## src/rtl/lsu_handshake_if.sv

```systemverilog
// ---------------------------------------------------------------------------
// lsu_handshake_if
//
// Groups the signals between the core sequencer, the load/store unit and the
// byte-addressable memory bus.
//
// Parameters:
//   XLEN   data width (32 or 64)
//   ADDR_W byte address width
//
// Signal groups:
//   request  : req_valid, req_ready, req_we, req_size, req_unsigned,
//              req_addr, req_wdata
//   response : resp_valid, resp_rdata, resp_err
//   bus      : bus_req, bus_we, bus_be, bus_addr, bus_wdata, bus_rdata,
//              bus_ack
//
// Modports:
//   slave  : the load/store unit. It receives requests from the core and
//            drives the memory bus.
//   master : the environment, meaning the core plus the memory. It issues
//            requests and answers bus transactions.
// ---------------------------------------------------------------------------
interface lsu_handshake_if #(
  parameter int XLEN   = 32,
  parameter int ADDR_W = 32
);
  // request / response
  logic              req_valid;
  logic              req_ready;
  logic              req_we;
  logic [1:0]        req_size;
  logic              req_unsigned;
  logic [ADDR_W-1:0] req_addr;
  logic [XLEN-1:0]   req_wdata;
  logic              resp_valid;
  logic [XLEN-1:0]   resp_rdata;
  logic [1:0]        resp_err;

  // memory bus
  logic              bus_req;
  logic              bus_we;
  logic [XLEN/8-1:0] bus_be;
  logic [ADDR_W-1:0] bus_addr;
  logic [XLEN-1:0]   bus_wdata;
  logic [XLEN-1:0]   bus_rdata;
  logic              bus_ack;

  modport slave (
    input  req_valid, req_we, req_size, req_unsigned, req_addr, req_wdata,
    output req_ready, resp_valid, resp_rdata, resp_err,
    output bus_req, bus_we, bus_be, bus_addr, bus_wdata,
    input  bus_rdata, bus_ack
  );

  modport master (
    output req_valid, req_we, req_size, req_unsigned, req_addr, req_wdata,
    input  req_ready, resp_valid, resp_rdata, resp_err,
    input  bus_req, bus_we, bus_be, bus_addr, bus_wdata,
    output bus_rdata, bus_ack
  );
endinterface

```

## src/rtl/lsu_handshake.sv

```systemverilog
// ---------------------------------------------------------------------------
// lsu_handshake
//
// Load/store unit placed between the multi-cycle core sequencer and the
// byte-addressable memory.
//   - The core side is a valid/ready request port with a one-cycle response
//     pulse.
//   - The memory side is an ack-terminated bus, so memories of any latency
//     can be attached.
//   - The unit steers byte lanes, sign- or zero-extends loads, detects
//     misaligned and illegal-size accesses, and aborts with an error when
//     the bus does not acknowledge in time.
//
// Parameters:
//   XLEN    data width; must be 32 or 64.
//   ADDR_W  byte address width; must be at least 3.
//   TIMEOUT number of unacknowledged bus cycles before the access aborts;
//           must be at least 1.
//
// Ports:
//   clk  clock; all logic is rising-edge.
//   rst  asynchronous, active-low reset.
//   lsu  lsu_handshake_if.slave, which carries the request, response and
//        bus signals.
//
// Response codes (resp_err):
//   0 = ok, 1 = misaligned, 2 = timeout, 3 = illegal size.
//
// Optional feature, enabled by defining the macro LSU_MISALIGN_SPLIT_EN:
//   A misaligned access that crosses a word boundary runs as two bus beats,
//   in states BUS and then BUS2. Without the macro, every misaligned access
//   returns error 1 and causes no bus activity.
//
// Output timing: every output is registered except req_ready, which is
// decoded from the state.
// ---------------------------------------------------------------------------
module lsu_handshake #(
  parameter int XLEN    = 32,
  parameter int ADDR_W  = 32,
  parameter int TIMEOUT = 255
) (
  input  logic           clk,
  input  logic           rst,
  lsu_handshake_if.slave lsu
);

  localparam int NB     = XLEN / 8;
  localparam int LANE_W = $clog2(NB);
  localparam int CNT_W  = $clog2(TIMEOUT + 1);

`ifdef LSU_MISALIGN_SPLIT_EN
  typedef enum logic [1:0] {IDLE, BUS, BUS2, RESP} state_t;
`else
  typedef enum logic [1:0] {IDLE, BUS, RESP} state_t;
`endif

  state_t state_reg, state_next;
  logic [CNT_W-1:0] cnt_reg, cnt_next;

  // request fields latched at accept
  logic              we_reg;
  logic [1:0]        size_reg;
  logic              unsigned_reg;
  logic [ADDR_W-1:0] addr_reg;
  logic [XLEN-1:0]   wdata_reg;
`ifdef LSU_MISALIGN_SPLIT_EN
  logic              two_beat_reg;
  logic [XLEN-1:0]   lo_data_reg;
`endif

  // registered outputs
  logic              bus_req_reg,    bus_req_next;
  logic              bus_we_reg,     bus_we_next;
  logic [NB-1:0]     bus_be_reg,     bus_be_next;
  logic [ADDR_W-1:0] bus_addr_reg,   bus_addr_next;
  logic [XLEN-1:0]   bus_wdata_reg,  bus_wdata_next;
  logic              resp_valid_reg, resp_valid_next;
  logic [XLEN-1:0]   resp_rdata_reg, resp_rdata_next;
  logic [1:0]        resp_err_reg,   resp_err_next;

  // -------------------------------------------------------------------------
  // Field source selection.
  // In IDLE the steering logic looks at the live request, so that the bus
  // outputs can be registered on the accepting edge. In every other state it
  // looks at the latched copy of the request.
  // -------------------------------------------------------------------------
  logic              is_idle;
  logic              src_we;
  logic [1:0]        src_size;
  logic              src_unsigned;
  logic [ADDR_W-1:0] src_addr;
  logic [XLEN-1:0]   src_wdata;

  assign is_idle = (state_reg == IDLE);

  always_comb begin
    if (is_idle) begin
      src_we       = lsu.req_we;
      src_size     = lsu.req_size;
      src_unsigned = lsu.req_unsigned;
      src_addr     = lsu.req_addr;
      src_wdata    = lsu.req_wdata;
    end else begin
      src_we       = we_reg;
      src_size     = size_reg;
      src_unsigned = unsigned_reg;
      src_addr     = addr_reg;
      src_wdata    = wdata_reg;
    end
  end

  logic [LANE_W-1:0] src_lane;
  logic [LANE_W+2:0] src_shift;   // byte lane expressed as a bit shift amount
  logic [3:0]        src_bytes;
  logic [2:0]        align_mask;
  logic              misaligned;
  logic              size_illegal;
  logic [ADDR_W-1:0] word_addr;
  logic              cnt_hit;

  assign src_lane     = src_addr[LANE_W-1:0];
  assign src_shift    = {src_lane, 3'b000};
  assign src_bytes    = 4'd1 << src_size;
  assign align_mask   = 3'((4'd1 << src_size) - 4'd1);
  assign misaligned   = |(src_addr[2:0] & align_mask);
  assign size_illegal = (XLEN == 32) && (src_size == 2'd3);
  assign word_addr    = {src_addr[ADDR_W-1:LANE_W], {LANE_W{1'b0}}};

  // The last permitted wait cycle: when this cycle also goes unacknowledged,
  // bus_req has been high for exactly TIMEOUT cycles.
  assign cnt_hit      = (cnt_reg == CNT_W'(TIMEOUT - 1));

  // -------------------------------------------------------------------------
  // Lane steering and load data alignment
  // -------------------------------------------------------------------------
  logic [NB-1:0]   be_lo;
  logic [XLEN-1:0] wdata_lo;
  logic [XLEN-1:0] load_raw;

`ifdef LSU_MISALIGN_SPLIT_EN
  // Double-width views. The upper half is what spills into the next word
  // and is therefore driven by the second beat.
  logic [2*NB-1:0]   be_wide;
  logic [2*XLEN-1:0] wdata_wide;
  logic [2*XLEN-1:0] data_wide;
  logic [NB-1:0]     be_hi;
  logic [XLEN-1:0]   wdata_hi;
  logic              crosses;

  assign be_wide    = (((2*NB)'(1) << src_bytes) - (2*NB)'(1)) << src_lane;
  assign wdata_wide = {{XLEN{1'b0}}, src_wdata} << src_shift;
  assign be_lo      = be_wide[NB-1:0];
  assign be_hi      = be_wide[2*NB-1:NB];
  assign wdata_lo   = wdata_wide[XLEN-1:0];
  assign wdata_hi   = wdata_wide[2*XLEN-1:XLEN];
  assign crosses    = (int'(src_lane) + int'(src_bytes)) > NB;

  // The second beat supplies the high word, placed above the first-beat data.
  assign data_wide  = (state_reg == BUS2) ? {lsu.bus_rdata, lo_data_reg}
                                          : {{XLEN{1'b0}}, lsu.bus_rdata};
  assign load_raw   = XLEN'(data_wide >> src_shift);
`else
  assign be_lo    = NB'(((2*NB)'(1) << src_bytes) - (2*NB)'(1)) << src_lane;
  assign wdata_lo = src_wdata << src_shift;
  assign load_raw = lsu.bus_rdata >> src_shift;
`endif

  // Truncate to the access size, then sign- or zero-extend.
  // mask ^ (mask >> 1) isolates the top bit of the access, which is the
  // sign bit.
  function automatic logic [XLEN-1:0] extend(input logic [XLEN-1:0] raw,
                                             input logic [1:0]      size,
                                             input logic            uns);
    logic [XLEN-1:0] mask;
    logic            sign;
    int              nbits;
    nbits = 8 << size;
    mask  = (nbits >= XLEN) ? {XLEN{1'b1}} : ((XLEN'(1) << nbits) - XLEN'(1));
    sign  = |(raw & (mask ^ (mask >> 1)));
    return (!uns && sign) ? (raw | ~mask) : (raw & mask);
  endfunction

  // -------------------------------------------------------------------------
  // State register, latched request fields and output registers
  // -------------------------------------------------------------------------
  always_ff @(posedge clk or negedge rst) begin
    if (!rst) begin
      state_reg      <= IDLE;
      cnt_reg        <= '0;
      we_reg         <= 1'b0;
      size_reg       <= '0;
      unsigned_reg   <= 1'b0;
      addr_reg       <= '0;
      wdata_reg      <= '0;
`ifdef LSU_MISALIGN_SPLIT_EN
      two_beat_reg   <= 1'b0;
      lo_data_reg    <= '0;
`endif
      bus_req_reg    <= 1'b0;
      bus_we_reg     <= 1'b0;
      bus_be_reg     <= '0;
      bus_addr_reg   <= '0;
      bus_wdata_reg  <= '0;
      resp_valid_reg <= 1'b0;
      resp_rdata_reg <= '0;
      resp_err_reg   <= '0;
    end else begin
      state_reg      <= state_next;
      cnt_reg        <= cnt_next;
      if (is_idle && lsu.req_valid) begin
        we_reg       <= lsu.req_we;
        size_reg     <= lsu.req_size;
        unsigned_reg <= lsu.req_unsigned;
        addr_reg     <= lsu.req_addr;
        wdata_reg    <= lsu.req_wdata;
`ifdef LSU_MISALIGN_SPLIT_EN
        two_beat_reg <= crosses && !size_illegal;
`endif
      end
`ifdef LSU_MISALIGN_SPLIT_EN
      if (state_reg == BUS && lsu.bus_ack) begin
        lo_data_reg  <= lsu.bus_rdata;
      end
`endif
      bus_req_reg    <= bus_req_next;
      bus_we_reg     <= bus_we_next;
      bus_be_reg     <= bus_be_next;
      bus_addr_reg   <= bus_addr_next;
      bus_wdata_reg  <= bus_wdata_next;
      resp_valid_reg <= resp_valid_next;
      resp_rdata_reg <= resp_rdata_next;
      resp_err_reg   <= resp_err_next;
    end
  end

  // -------------------------------------------------------------------------
  // Next-state logic, including the per-beat timeout counter
  // -------------------------------------------------------------------------
  always_comb begin
    state_next = state_reg;
    cnt_next   = cnt_reg;
    case (state_reg)
      IDLE: begin
        if (lsu.req_valid) begin
          cnt_next = '0;
          if (size_illegal) begin
            state_next = RESP;
          end else begin
`ifdef LSU_MISALIGN_SPLIT_EN
            state_next = BUS;
`else
            state_next = misaligned ? RESP : BUS;
`endif
          end
        end
      end
      BUS: begin
        if (lsu.bus_ack) begin
`ifdef LSU_MISALIGN_SPLIT_EN
          if (two_beat_reg) begin
            state_next = BUS2;
            cnt_next   = '0;
          end else begin
            state_next = RESP;
          end
`else
          state_next = RESP;
`endif
        end else if (cnt_hit) begin
          state_next = RESP;
        end else begin
          cnt_next = cnt_reg + CNT_W'(1);
        end
      end
`ifdef LSU_MISALIGN_SPLIT_EN
      BUS2: begin
        if (lsu.bus_ack || cnt_hit) begin
          state_next = RESP;
        end else begin
          cnt_next = cnt_reg + CNT_W'(1);
        end
      end
`endif
      RESP:    state_next = IDLE;
      default: state_next = IDLE;
    endcase
  end

  // -------------------------------------------------------------------------
  // Output logic: next values of the registered outputs.
  // The bus outputs hold their values while waiting for bus_ack, and are
  // cleared whenever bus_req drops.
  // -------------------------------------------------------------------------
  always_comb begin
    bus_req_next    = bus_req_reg;
    bus_we_next     = bus_we_reg;
    bus_be_next     = bus_be_reg;
    bus_addr_next   = bus_addr_reg;
    bus_wdata_next  = bus_wdata_reg;
    resp_valid_next = 1'b0;
    resp_rdata_next = resp_rdata_reg;
    resp_err_next   = resp_err_reg;
    case (state_reg)
      IDLE: begin
        if (lsu.req_valid) begin
          if (size_illegal) begin
            resp_valid_next = 1'b1;
            resp_err_next   = 2'd3;
            resp_rdata_next = '0;
`ifndef LSU_MISALIGN_SPLIT_EN
          end else if (misaligned) begin
            resp_valid_next = 1'b1;
            resp_err_next   = 2'd1;
            resp_rdata_next = '0;
`endif
          end else begin
            bus_req_next    = 1'b1;
            bus_we_next     = src_we;
            bus_be_next     = be_lo;
            bus_addr_next   = word_addr;
            bus_wdata_next  = wdata_lo;
          end
        end
      end
      BUS: begin
        if (lsu.bus_ack) begin
`ifdef LSU_MISALIGN_SPLIT_EN
          if (two_beat_reg) begin
            bus_be_next    = be_hi;
            bus_addr_next  = word_addr + ADDR_W'(NB);
            bus_wdata_next = wdata_hi;
          end else begin
            bus_req_next    = 1'b0;
            bus_we_next     = 1'b0;
            bus_be_next     = '0;
            bus_addr_next   = '0;
            bus_wdata_next  = '0;
            resp_valid_next = 1'b1;
            resp_err_next   = 2'd0;
            resp_rdata_next = src_we ? '0 : extend(load_raw, src_size, src_unsigned);
          end
`else
          bus_req_next    = 1'b0;
          bus_we_next     = 1'b0;
          bus_be_next     = '0;
          bus_addr_next   = '0;
          bus_wdata_next  = '0;
          resp_valid_next = 1'b1;
          resp_err_next   = 2'd0;
          resp_rdata_next = src_we ? '0 : extend(load_raw, src_size, src_unsigned);
`endif
        end else if (cnt_hit) begin
          bus_req_next    = 1'b0;
          bus_we_next     = 1'b0;
          bus_be_next     = '0;
          bus_addr_next   = '0;
          bus_wdata_next  = '0;
          resp_valid_next = 1'b1;
          resp_err_next   = 2'd2;
          resp_rdata_next = '0;
        end
      end
`ifdef LSU_MISALIGN_SPLIT_EN
      BUS2: begin
        if (lsu.bus_ack || cnt_hit) begin
          bus_req_next    = 1'b0;
          bus_we_next     = 1'b0;
          bus_be_next     = '0;
          bus_addr_next   = '0;
          bus_wdata_next  = '0;
          resp_valid_next = 1'b1;
          if (lsu.bus_ack) begin
            resp_err_next   = 2'd0;
            resp_rdata_next = src_we ? '0 : extend(load_raw, src_size, src_unsigned);
          end else begin
            resp_err_next   = 2'd2;
            resp_rdata_next = '0;
          end
        end
      end
`endif
      default: ;
    endcase
  end

  assign lsu.req_ready  = is_idle;
  assign lsu.resp_valid = resp_valid_reg;
  assign lsu.resp_rdata = resp_rdata_reg;
  assign lsu.resp_err   = resp_err_reg;
  assign lsu.bus_req    = bus_req_reg;
  assign lsu.bus_we     = bus_we_reg;
  assign lsu.bus_be     = bus_be_reg;
  assign lsu.bus_addr   = bus_addr_reg;
  assign lsu.bus_wdata  = bus_wdata_reg;

endmodule

```

## src/flat_wrapper.sv

```systemverilog
// flat-port wrapper written by rule: the top's interface ports become plain ports
module lsu_handshake_flat 
#(
  parameter int XLEN    = 32,
  parameter int ADDR_W  = 32,
  parameter int TIMEOUT = 255
)
  (clk, rst, lsu_req_valid, lsu_req_we, lsu_req_size, lsu_req_unsigned, lsu_req_addr, lsu_req_wdata, lsu_req_ready, lsu_resp_valid, lsu_resp_rdata, lsu_resp_err, lsu_bus_req, lsu_bus_we, lsu_bus_be, lsu_bus_addr, lsu_bus_wdata, lsu_bus_rdata, lsu_bus_ack);
  lsu_handshake_if #(.XLEN(XLEN), .ADDR_W(ADDR_W)) lsu_i ();
  input  logic clk;
  input  logic rst;
  input wire logic [$bits(lsu_i.req_valid)-1:0] lsu_req_valid;
  input wire logic [$bits(lsu_i.req_we)-1:0] lsu_req_we;
  input wire logic [$bits(lsu_i.req_size)-1:0] lsu_req_size;
  input wire logic [$bits(lsu_i.req_unsigned)-1:0] lsu_req_unsigned;
  input wire logic [$bits(lsu_i.req_addr)-1:0] lsu_req_addr;
  input wire logic [$bits(lsu_i.req_wdata)-1:0] lsu_req_wdata;
  output wire logic [$bits(lsu_i.req_ready)-1:0] lsu_req_ready;
  output wire logic [$bits(lsu_i.resp_valid)-1:0] lsu_resp_valid;
  output wire logic [$bits(lsu_i.resp_rdata)-1:0] lsu_resp_rdata;
  output wire logic [$bits(lsu_i.resp_err)-1:0] lsu_resp_err;
  output wire logic [$bits(lsu_i.bus_req)-1:0] lsu_bus_req;
  output wire logic [$bits(lsu_i.bus_we)-1:0] lsu_bus_we;
  output wire logic [$bits(lsu_i.bus_be)-1:0] lsu_bus_be;
  output wire logic [$bits(lsu_i.bus_addr)-1:0] lsu_bus_addr;
  output wire logic [$bits(lsu_i.bus_wdata)-1:0] lsu_bus_wdata;
  input wire logic [$bits(lsu_i.bus_rdata)-1:0] lsu_bus_rdata;
  input wire logic [$bits(lsu_i.bus_ack)-1:0] lsu_bus_ack;
  assign lsu_i.req_valid = lsu_req_valid;
  assign lsu_i.req_we = lsu_req_we;
  assign lsu_i.req_size = lsu_req_size;
  assign lsu_i.req_unsigned = lsu_req_unsigned;
  assign lsu_i.req_addr = lsu_req_addr;
  assign lsu_i.req_wdata = lsu_req_wdata;
  assign lsu_req_ready = lsu_i.req_ready;
  assign lsu_resp_valid = lsu_i.resp_valid;
  assign lsu_resp_rdata = lsu_i.resp_rdata;
  assign lsu_resp_err = lsu_i.resp_err;
  assign lsu_bus_req = lsu_i.bus_req;
  assign lsu_bus_we = lsu_i.bus_we;
  assign lsu_bus_be = lsu_i.bus_be;
  assign lsu_bus_addr = lsu_i.bus_addr;
  assign lsu_bus_wdata = lsu_i.bus_wdata;
  assign lsu_i.bus_rdata = lsu_bus_rdata;
  assign lsu_i.bus_ack = lsu_bus_ack;
  lsu_handshake #(.XLEN(XLEN), .ADDR_W(ADDR_W), .TIMEOUT(TIMEOUT)) u_core (.clk(clk), .rst(rst), .lsu(lsu_i));
endmodule
```

## config.mk

```make
export PLATFORM = sky130hd
export DESIGN_NAME = lsu_handshake_flat
export DESIGN_NICKNAME = d
export VERILOG_FILES = /design/src/rtl/lsu_handshake_if.sv /design/src/rtl/lsu_handshake.sv /design/src/flat_wrapper.sv
export SDC_FILE = /design/constraint.sdc
export NUM_CORES = 1
export LEC_CHECK = 0
export ABC_CLOCK_PERIOD_IN_PS = 5060
export CELL_PAD_IN_SITES_DETAIL_PLACEMENT = 1
export CELL_PAD_IN_SITES_GLOBAL_PLACEMENT = 1
export CORE_ASPECT_RATIO = 2
export CORE_MARGIN = 1
export CORE_UTILIZATION = 41
export CTS_CLUSTER_DIAMETER = 40
export CTS_CLUSTER_SIZE = 12
export DETAILED_ROUTE_END_ITERATION = 7
export GPL_TIMING_DRIVEN = 0
export PLACE_DENSITY_LB_ADDON = 0.2
export SLEW_MARGIN = 40
export SYNTH_ARGS = -nofsm -noshare
export SYNTH_HDL_FRONTEND = slang
export SYNTH_SLANG_ARGS = --single-unit
```

## constraint.sdc

```tcl
create_clock -name clk -period 5.06 [get_ports clk]
set_clock_uncertainty 0.2 [all_clocks]
set_input_delay 1.012 -clock clk [delete_from_list [all_inputs] [get_ports clk]]
set_output_delay 1.012 -clock clk [all_outputs]
set_load 0.005 [all_outputs]
```

==> flow_metrics.py, run 1 <==
metrics = {
    "placed_design": {
        "post_dp_cell_area_um2": 11370,
        "port_buffers": 207,
        "dp.cells": 1439,
        "dp_hpwl_um": 24530,
        "place_congestion": 0.9423,
    },
    "cts": {
        "htree_num_levels": 4,
        "cts_resized": 0,
        "clk_latency_ns": 0.44,
        "cts_tree": "done",
        "cts-root-buf": "clkbuf_16",
        "postCtsSetupRepairBufs": 0,
        "ctsLongestPathBuffers": 2,
        "path_clk_slew_ns": 0.07,
        "cts_buffers": 17,
        "ctsHoldBuffers": 0,
        "cts_sinks": 180,
    },
    "synthesis": {
        "syn_inst": 960,
        "avgSynthCellArea_um2": 9.272,
        "netlist_area_um2": 8901,
        "ys_seq_area_frac": 0.5060,
        "postSynth.asyncResetShare": 1.000,
        "ys_ff_latch": 180,
        "synth_warnings": 0,
        "synth_edf_count": 0,
        "netlist-cell-type-count": 62,
        "ys.flop_type": "dfrtp_1",
    },
    "critical_path": {
        "crit_required_ns": 3.85,
        "cpMostUsedCell": "clkbuf_1",
        "cp-end-kind": "output port",
        "reg2reg_depth": 8,
        "path_buf_inv": 5,
        "cp.depth": 6,
        "r2r_end": "u_core.lsu.bus_wdata[20]",
        "worstSetupEndpoint": "lsu_req_ready",
        "cp.arrival_ns": 3.11,
        "cp_max_fo": 10,
        "crit_type": "reg2out",
        "cpMaxStageDelayCell": "clkdlybuf4s50_1",
        "path_cells": "or2_4 > inv_2 > buf_4 > clkbuf_1 > clkbuf_1 > clkdlybuf4s50_1",
        "critPathMaxStageDelay_ns": 0.60,
        "startpoint": "u_core.state_reg[1]",
        "r2r_slack_ns": 2.08,
        "startpoint_type": "register",
        "r2r-start": "u_core.state_reg[1]",
        "cp_top_family": "buffers and inverters",
    },
    "cells_and_area": {
        "layout_common_cells": "nand2_1, clkdlybuf4s50_1, dfrtp_1",
        "layout.nets": 1295,
        "antenna_cells": 0,
        "regArea_um2": 4504,
        "final_cells": 1470,
        "multiInputGateArea_um2": 4056,
        "final_common_cell": "nand2_1",
        "drive_above_1_share": 0.07577,
        "syn2layout_area_growth_pct": 34.27,
        "nFillCells": 2474,
        "final_cell_area_um2": 11950,
    },
    "timing": {
        "slew_viol_final": 0,
        "timing.final.crit_share": 0.8536,
        "max_freq_ghz": 0.2315,
        "worstMarginPinSlew_ns": 0.8253,
        "hold_viol_final": 0,
        "slew_headroom": 0.4498,
        "finalSetupViolCount": 0,
        "period_needed_ns": 4.319,
        "rsz0062_at_grt": "no",
    },
    "route": {
        "ant_nets": 0,
        "wl_per_cell_um": 22.49,
        "drc": 0,
        "drt_wl_total_um": 33060,
        "viasPerCell": 5.745,
        "drtIter0Drc": 400,
        "first_pass_iters": 4,
        "vias": 8445,
    },
    "global_route": {
        "grt_max_degree": 63,
        "grt-ovfl-total": 0,
        "track_usage": 0.3030,
        "grt_pass1_vias": 8853,
        "grt_pass1_wl_um": 50360,
        "antenna_found_initial": 0,
    },
    "floorplanning": {
        "initial_core_util": 0.4216,
        "ioPinCount": 210,
        "num_rows": 75,
        "die_x_um": 106.2,
        "core_um2": 21110,
        "die_area_um2": 22340,
        "fp.dieH_um": 210.4,
    },
    "power_and_ir_drop": {
        "power.total_mw": 7.620,
        "p_leak_nw": 5.429,
        "p_per_area_nw_per_um2": 637.6,
        "peakVddDrop_mv": 0.2898,
    },
    "outcome": {
        "status": "finished clean",
    },
    "job": {
        "drv_cap": 0,
    },
    "min_path": {
        "min_path_type": "in2async",
    },
}
## layout make-up
type,count,area share
Multi-Input combinational cell,706,0.3394
Timing Repair Buffer,209,0.1784
Clock buffer,21,0.04020
Buffer,70,0.02732
Sequential cell,180,0.3769
Tap cell,269,0.02816
Clock inverter,10,0.008061
Inverter,5,0.001570
## metal layers
metal  track usage  routed length, µm
met5             0                  0
met2        0.5589              18040
met3       0.03896               1365
met4        0.1901               1966
met1        0.3187              11690
## report_power, final
part / switching [mW] / internal (mW) / total, mW
logic: 2.20 / 1.60 / 3.80
clock network: 0.604 / 0.732 / 1.34
registers: 0.426 / 2.05 / 2.48
total: 3.23 / 4.39 / 7.62
## through the flow
stage / setup TNS (ns) / hold slack, ns / utilization / setup WS [ns]
6_report: 0 / 0.2776 / 0.5660 / 0.7407
5_1_grt: 0 / 0.3031 / 0.5660 / 0.6274
4_1_cts: 0 / 0.2762 / 0.5660 / 0.7375
3_5_place_dp: 0 / 0.2588 / 0.5387 / 1.239
3_3_place_gp: -898.69 / 0.2551 / 0.5358 / -5.019
2_1_floorplan: 0 / 0.2369 / - / 2.214
## kinds of logic after synthesis
logic type                 count (synthesis)  share of synthesized area
muxes                                     52                    0.06059
DFF                                      180                     0.5060
buffers and inverters                     75                    0.03866
and+or+nand+nor                          391                     0.1881
other                                      1                  0.0004213
AOI/OAI and AO/OA                        255                     0.1995
adders and majority gates                  2                   0.002811
xor gates and xnor gates                   4                   0.003935
## cells in the mapped netlist (6+ instances only)
master	number	area (µm²)
nand2_1	303	1137
dfrtp_1	180	4504
a21oi_1	51	255.2
clkbuf_1	42	157.7
mux2i_1	41	410.4
o21ai_0	41	205.2
a211oi_1	32	240.2
a22oi_1	29	217.7
o21ai_1	28	140.1
nor2b_1	25	156.4
nand3_1	24	120.1
a22o_1	15	131.4
buf_2	11	55.05
nor2_1	10	37.54
mux2_2	9	101.4
o31ai_1	9	67.56
a211o_1	8	70.07
a221o_1	8	80.08
a221oi_1	7	61.31
buf_1	7	26.28
buf_4	7	52.55
o21a_1	6	45.04
## how the worst min path moves through the flow
stage | to | slack (ns)
floorplan | u_core.we_reg | 0.24
finish | u_core.lsu.resp_rdata[11] | 0.28
global route | u_core.lsu.bus_addr[31] | 0.30
detailed placement | u_core.wdata_reg[29] | 0.26
global placement | u_core.wdata_reg[27] | 0.26
CTS | u_core.wdata_reg[29] | 0.28
Power figures use the tool's default switching activity.
==> run 2: changes to the inputs <==
==> constraint.sdc (replaced) <==
create_clock -name clk -period 5.06 [get_ports clk]
set_clock_uncertainty 0.2 [all_clocks]
set_input_delay 0.506 -clock clk [delete_from_list [all_inputs] [get_ports clk]]
set_output_delay 0.506 -clock clk [all_outputs]
set_load 0.005 [all_outputs]
==> run 2 against run 1 <==
  * Die area stayed put
  * Maximum frequency is 13% higher
  * Sequential share of layout area hardly changed
  * Worst setup slack better by 0.50 ns
  * First-iteration DRC count is 14% lower
  * Non-clock buffer count is 1 higher
  * Highest routed layer unchanged
==> flow_metrics.py, run 2 (same netlist as run 1, synthesis figures left out) <==
metrics = {
    "outcome": {
        "status": "finished clean",
    },
    "floorplanning": {
        "fp.dieH_um": 210.4,
        "core_um2": 21110,
        "die_x_um": 106.2,
        "num_rows": 75,
        "die_area_um2": 22340,
        "initial_core_util": 0.4216,
        "ioPinCount": 210,
    },
    "cts": {
        "cts_sinks": 180,
        "cts_buffers": 17,
        "clk_latency_ns": 0.44,
        "cts-root-buf": "clkbuf_16",
        "postCtsSetupRepairBufs": 0,
        "path_clk_slew_ns": 0.07,
        "cts_tree": "done",
        "htree_num_levels": 4,
        "ctsLongestPathBuffers": 2,
        "cts_resized": 0,
    },
    "global_route": {
        "antenna_found_initial": 0,
        "grt-ovfl-total": 0,
        "grtUsageMet2": 0.5593,
        "busiest_layer": "met2",
        "grt_pass1_vias": 8865,
        "use_met1": 0.3187,
        "grt_pass1_wl_um": 50390,
        "grt_max_degree": 63,
        "met3_usage": 0.03896,
        "track_usage": 0.3031,
    },
    "critical_path": {
        "cp.arrival_ns": 3.11,
        "cp_max_fo": 10,
        "crit_type": "reg2out",
        "crit_required_ns": 4.35,
        "cp-end-kind": "output port",
        "startpoint_type": "register",
    },
    "route": {
        "ant_nets": 0,
        "vias": 8408,
        "drc": 0,
        "drtIter0Drc": 344,
        "first_pass_iters": 4,
        "viasPerCell": 5.716,
        "drt_wl_total_um": 33090,
        "wl_per_cell_um": 22.49,
    },
    "timing": {
        "period_needed_ns": 3.817,
        "slew_viol_final": 0,
        "max_freq_ghz": 0.2620,
        "finalSetupViolCount": 0,
        "slew_headroom": 0.4480,
        "hold_slack_ns": 0.2768,
        "rsz0062_at_grt": "no",
        "worstMarginPinSlew_ns": 0.8281,
        "hold_viol_final": 0,
        "timing.final.crit_share": 0.7543,
    },
    "cells_and_area": {
        "nFillCells": 2473,
        "final_cell_area_um2": 11960,
        "layout_common_cells": "nand2_1, clkdlybuf4s50_1, dfrtp_1",
        "antenna_cells": 0,
        "utilization": 0.5665,
        "final_common_cell": "nand2_1",
        "syn2layout_area_growth_pct": 34.38,
        "drive_above_1_share": 0.07571,
        "layout.nets": 1296,
    },
    "power_and_ir_drop": {
        "p_leak_nw": 5.433,
        "power.total_mw": 7.620,
        "peakVddDrop_mv": 0.2908,
        "p_per_area_nw_per_um2": 637.1,
    },
    "placed_design": {
        "post_dp_cell_area_um2": 11370,
        "dp_hpwl_um": 24530,
        "port_buffers": 207,
        "place_congestion": 0.9423,
    },
    "min_path": {
        "min_path_type": "reg2reg",
    },
    "job": {
        "drv_cap": 0,
    },
}
[run 2: changes by cell type in the layout (fill, tap and decap cells not counted)]
cell | before | now
dlygate4sd3_1 | 0 | 1
[run 2: worst max-delay path: stages (launching register included)]
cell and delay, ns:
dfrtp_1 0.45, or2_4 0.29, inv_2 0.10, buf_4 0.19, clkbuf_1 0.55, clkbuf_1 0.48, clkdlybuf4s50_1 0.60
[run 2: through the flow]
stage | TNS (ns) | setup slack (ns) | instances
after detailed placement | 0 | 1.745 | 1439
final | 0 | 1.243 | 1471
after CTS | 0 | 1.244 | 1471
after global routing | 0 | 1.133 | 1471
after global placement | -807.61 | -4.513 | 1437
after floorplan | 0 | 2.720 | 961
[run 2: path summary, 6_finish.rpt]
check                      cells past startpoint                         to  slack (ns)                  from
min                                            2       u_core.wdata_reg[29]        0.28  u_core.wdata_reg[29]
max reg2reg                                    8   u_core.lsu.bus_wdata[20]        2.08   u_core.state_reg[1]
max                                            6              lsu_req_ready        1.24   u_core.state_reg[1]
max in group asynchronous                      3        u_core.addr_reg[26]        3.56                   rst
min in group asynchronous                      2  u_core.lsu.resp_rdata[11]        0.37                   rst
min reg2reg                                    2       u_core.wdata_reg[29]        0.28  u_core.wdata_reg[29]
[run 2: final cells by class]
class / instances / area (µm²) / share of cell area
flip-flops and latches: 180 / 4504 / 0.3766
multi-input cells: 706 / 4056 / 0.3391
repair buffers: 210 / 2142 / 0.1791
clock buffers: 21 / 480.5 / 0.04017
well taps: 269 / 336.6 / 0.02814
plain buffers: 70 / 326.6 / 0.02730
clock inverters: 10 / 96.34 / 0.008054
inverters: 5 / 18.77 / 0.001569
[run 2: metal layers]
layer	wire (µm)	up-vias
met4	1974	0
met1	11700	4190
li1	-	3813
met3	1326	94
met2	18090	311
met5	0	-
[run 2: timing repair]
item | CTS | global route
endpoints found under the setup margin | 0 | 0
hold buffers | 1 | 0
endpoints found under the hold margin | 57 | 0
[run 2: where the power goes]
part | switching [mW] | internal (mW)
Clock | 0.602 | 0.732
Combinational | 2.20 | 1.60
Sequential | 0.428 | 2.05
Total | 3.23 | 4.39
==> run 3: changes to the inputs <==
Settings changed: ABC_CLOCK_PERIOD_IN_PS 5060 to 3950, CORE_UTILIZATION 41 to 38.
Clock period 5.06 ns to 3.95 ns, I/O delays scaled along.
==> run 3 against run 2 <==
  * Register-to-register slack got worse by 1.3 ns
  * Global-route usage decreased by 1.6 points
  * Clock-buffer cell count increased by 2
  * Non-clock buffer count unchanged
  * Flip-flop and latch count unchanged
  * Worst hold slack got worse by 0.054 ns
  * Critical path type unchanged
  * Largest cell class unchanged
==> flow_metrics.py, run 3 (same netlist as run 1, synthesis figures left out) <==
metrics = {
    "placed_design": {
        "post_dp_cell_area_um2": 11390,
        "port_buffers": 207,
        "place_congestion": 0.9438,
        "dp_hpwl_um": 24780,
    },
    "cts": {
        "postCtsSetupRepairBufs": 0,
        "cts_buffers": 17,
        "htree_num_levels": 4,
        "clk_latency_ns": 0.45,
        "cts_sinks": 180,
        "path_clk_slew_ns": 0.07,
        "ctsLongestPathBuffers": 2,
        "cts_resized": 0,
        "cts-root-buf": "clkbuf_16",
        "cts_tree": "done",
    },
    "outcome": {
        "status": "finished clean",
    },
    "global_route": {
        "grt_pass1_vias": 8698,
        "antenna_found_initial": 1,
        "grt-ovfl-total": 0,
        "grt_pass1_wl_um": 50070,
        "track_usage": 0.2868,
        "grt_max_degree": 70,
    },
    "critical_path": {
        "cp_max_fo": 10,
        "crit_required_ns": 3.36,
        "r2r_slack_ns": 0.82,
        "reg2reg_depth": 8,
        "cp.arrival_ns": 3.13,
        "r2r_end": "u_core.lsu.bus_wdata[16]",
        "cp-end-kind": "output port",
        "startpoint_type": "register",
        "crit_type": "reg2out",
        "r2r-start": "u_core.state_reg[1]",
    },
    "floorplanning": {
        "num_rows": 78,
        "ioPinCount": 210,
        "initial_core_util": 0.3898,
        "fp.dieH_um": 218.4,
        "die_x_um": 110.2,
        "core_um2": 22840,
        "die_area_um2": 24080,
    },
    "route": {
        "viasPerCell": 5.573,
        "drc": 0,
        "wl_per_cell_um": 22.40,
        "ant_nets": 0,
        "first_pass_iters": 4,
        "drtIter0Drc": 265,
        "vias": 8259,
        "drt_wl_total_um": 33190,
    },
    "cells_and_area": {
        "multiInputGateArea_um2": 4056,
        "regArea_um2": 4504,
        "final_common_cell": "nand2_1",
        "syn2layout_area_growth_pct": 34.03,
        "layout.nets": 1296,
        "drive_above_1_share": 0.07244,
        "layout_common_cells": "nand2_1, clkdlybuf4s50_1, dfrtp_1",
        "final_cell_area_um2": 11930,
        "utilization": 0.5224,
        "nFillCells": 2630,
    },
    "timing": {
        "max_freq_ghz": 0.2685,
        "period_needed_ns": 3.724,
        "hold_viol_final": 0,
        "slew_viol_final": 0,
        "rsz0062_at_grt": "no",
        "timing.final.crit_share": 0.9428,
        "hold_slack_ns": 0.2225,
        "setup_tns_ns": 0,
        "worstMarginPinSlew_ns": 0.8173,
        "finalSetupViolCount": 0,
        "slew_headroom": 0.4551,
    },
    "min_path": {
        "min_path_type": "in2async",
    },
    "job": {
        "drv_cap": 0,
    },
    "power_and_ir_drop": {
        "peakVddDrop_mv": 0.4196,
        "p_leak_nw": 5.397,
        "p_per_area_nw_per_um2": 805.7,
    },
}
==> run 3: cell types whose count changed in the layout (fill, tap and decap cells not counted) <==
cell	previous run	this run
clkinvlp_4	3	5
clkbuf_8	4	3
clkbuf_1	42	45
diode_2	0	1
clkinv_2	3	1
inv_6	2	1
inv_8	1	0
bufinv_16	1	0
==> run 3: metal layers <==
layer | track usage | wire length [µm]
met1 | 0.3024 | 11980
met2 | 0.5156 | 17900
met3 | 0.05517 | 1418
met4 | 0.1667 | 1898
met5 | 0 | 0
==> run 3: report_power, final <==
part,total [mW],internal (mW),switching [mW]
Combinational,4.85,2.05,2.80
Sequential,3.17,2.63,0.537
Clock,1.59,0.848,0.742
==> run 3: what timing repair did <==
item,CTS,global route
endpoints found under the hold margin,47,0
setup endpoints to repair,0,0
hold buffers,1,0
==> run 3: cell type report <==
type,count,share of cell area
repair buffers,210,0.1795
clock inverters,7,0.004300
diodes,1,0.0002098
clock buffers,23,0.04006
well taps,280,0.02937
inverters,5,0.001573
flip-flops and latches,180,0.3776
plain buffers,70,0.02737
multi-input cells,706,0.3400
==> run 3: metrics by stage <==
step           cells  power, mW  setup WS (ns)
6_report        1482      9.613         0.2259
5_1_grt         1482      10.25         0.1069
4_1_cts         1481      9.683         0.2326
3_5_place_dp    1450      8.068         0.7425
3_3_place_gp    1448      7.906         -5.589
2_1_floorplan    961      5.716          1.675
==> run 3: critical path, cell delays in order (launching register included) <==
cell,delay [ns]
dfrtp_1,0.45
or2_4,0.29
inv_2,0.10
buf_4,0.20
clkbuf_1,0.56
clkbuf_1,0.46
clkdlybuf4s50_1,0.60
==> run 3: worst max-delay path by stage <==
| stage | from | to | cells past startpoint |
|---|---|---|---|
| after floorplan | u_core.state_reg[1] | u_core.lsu.resp_rdata[8] | 7 |
| after global placement | rst | u_core.addr_reg[27] | 1 |
| after detailed placement | u_core.state_reg[1] | lsu_req_ready | 6 |
| after CTS | u_core.state_reg[1] | lsu_req_ready | 6 |
| after global routing | u_core.state_reg[1] | lsu_req_ready | 6 |
| final | u_core.state_reg[1] | lsu_req_ready | 6 |
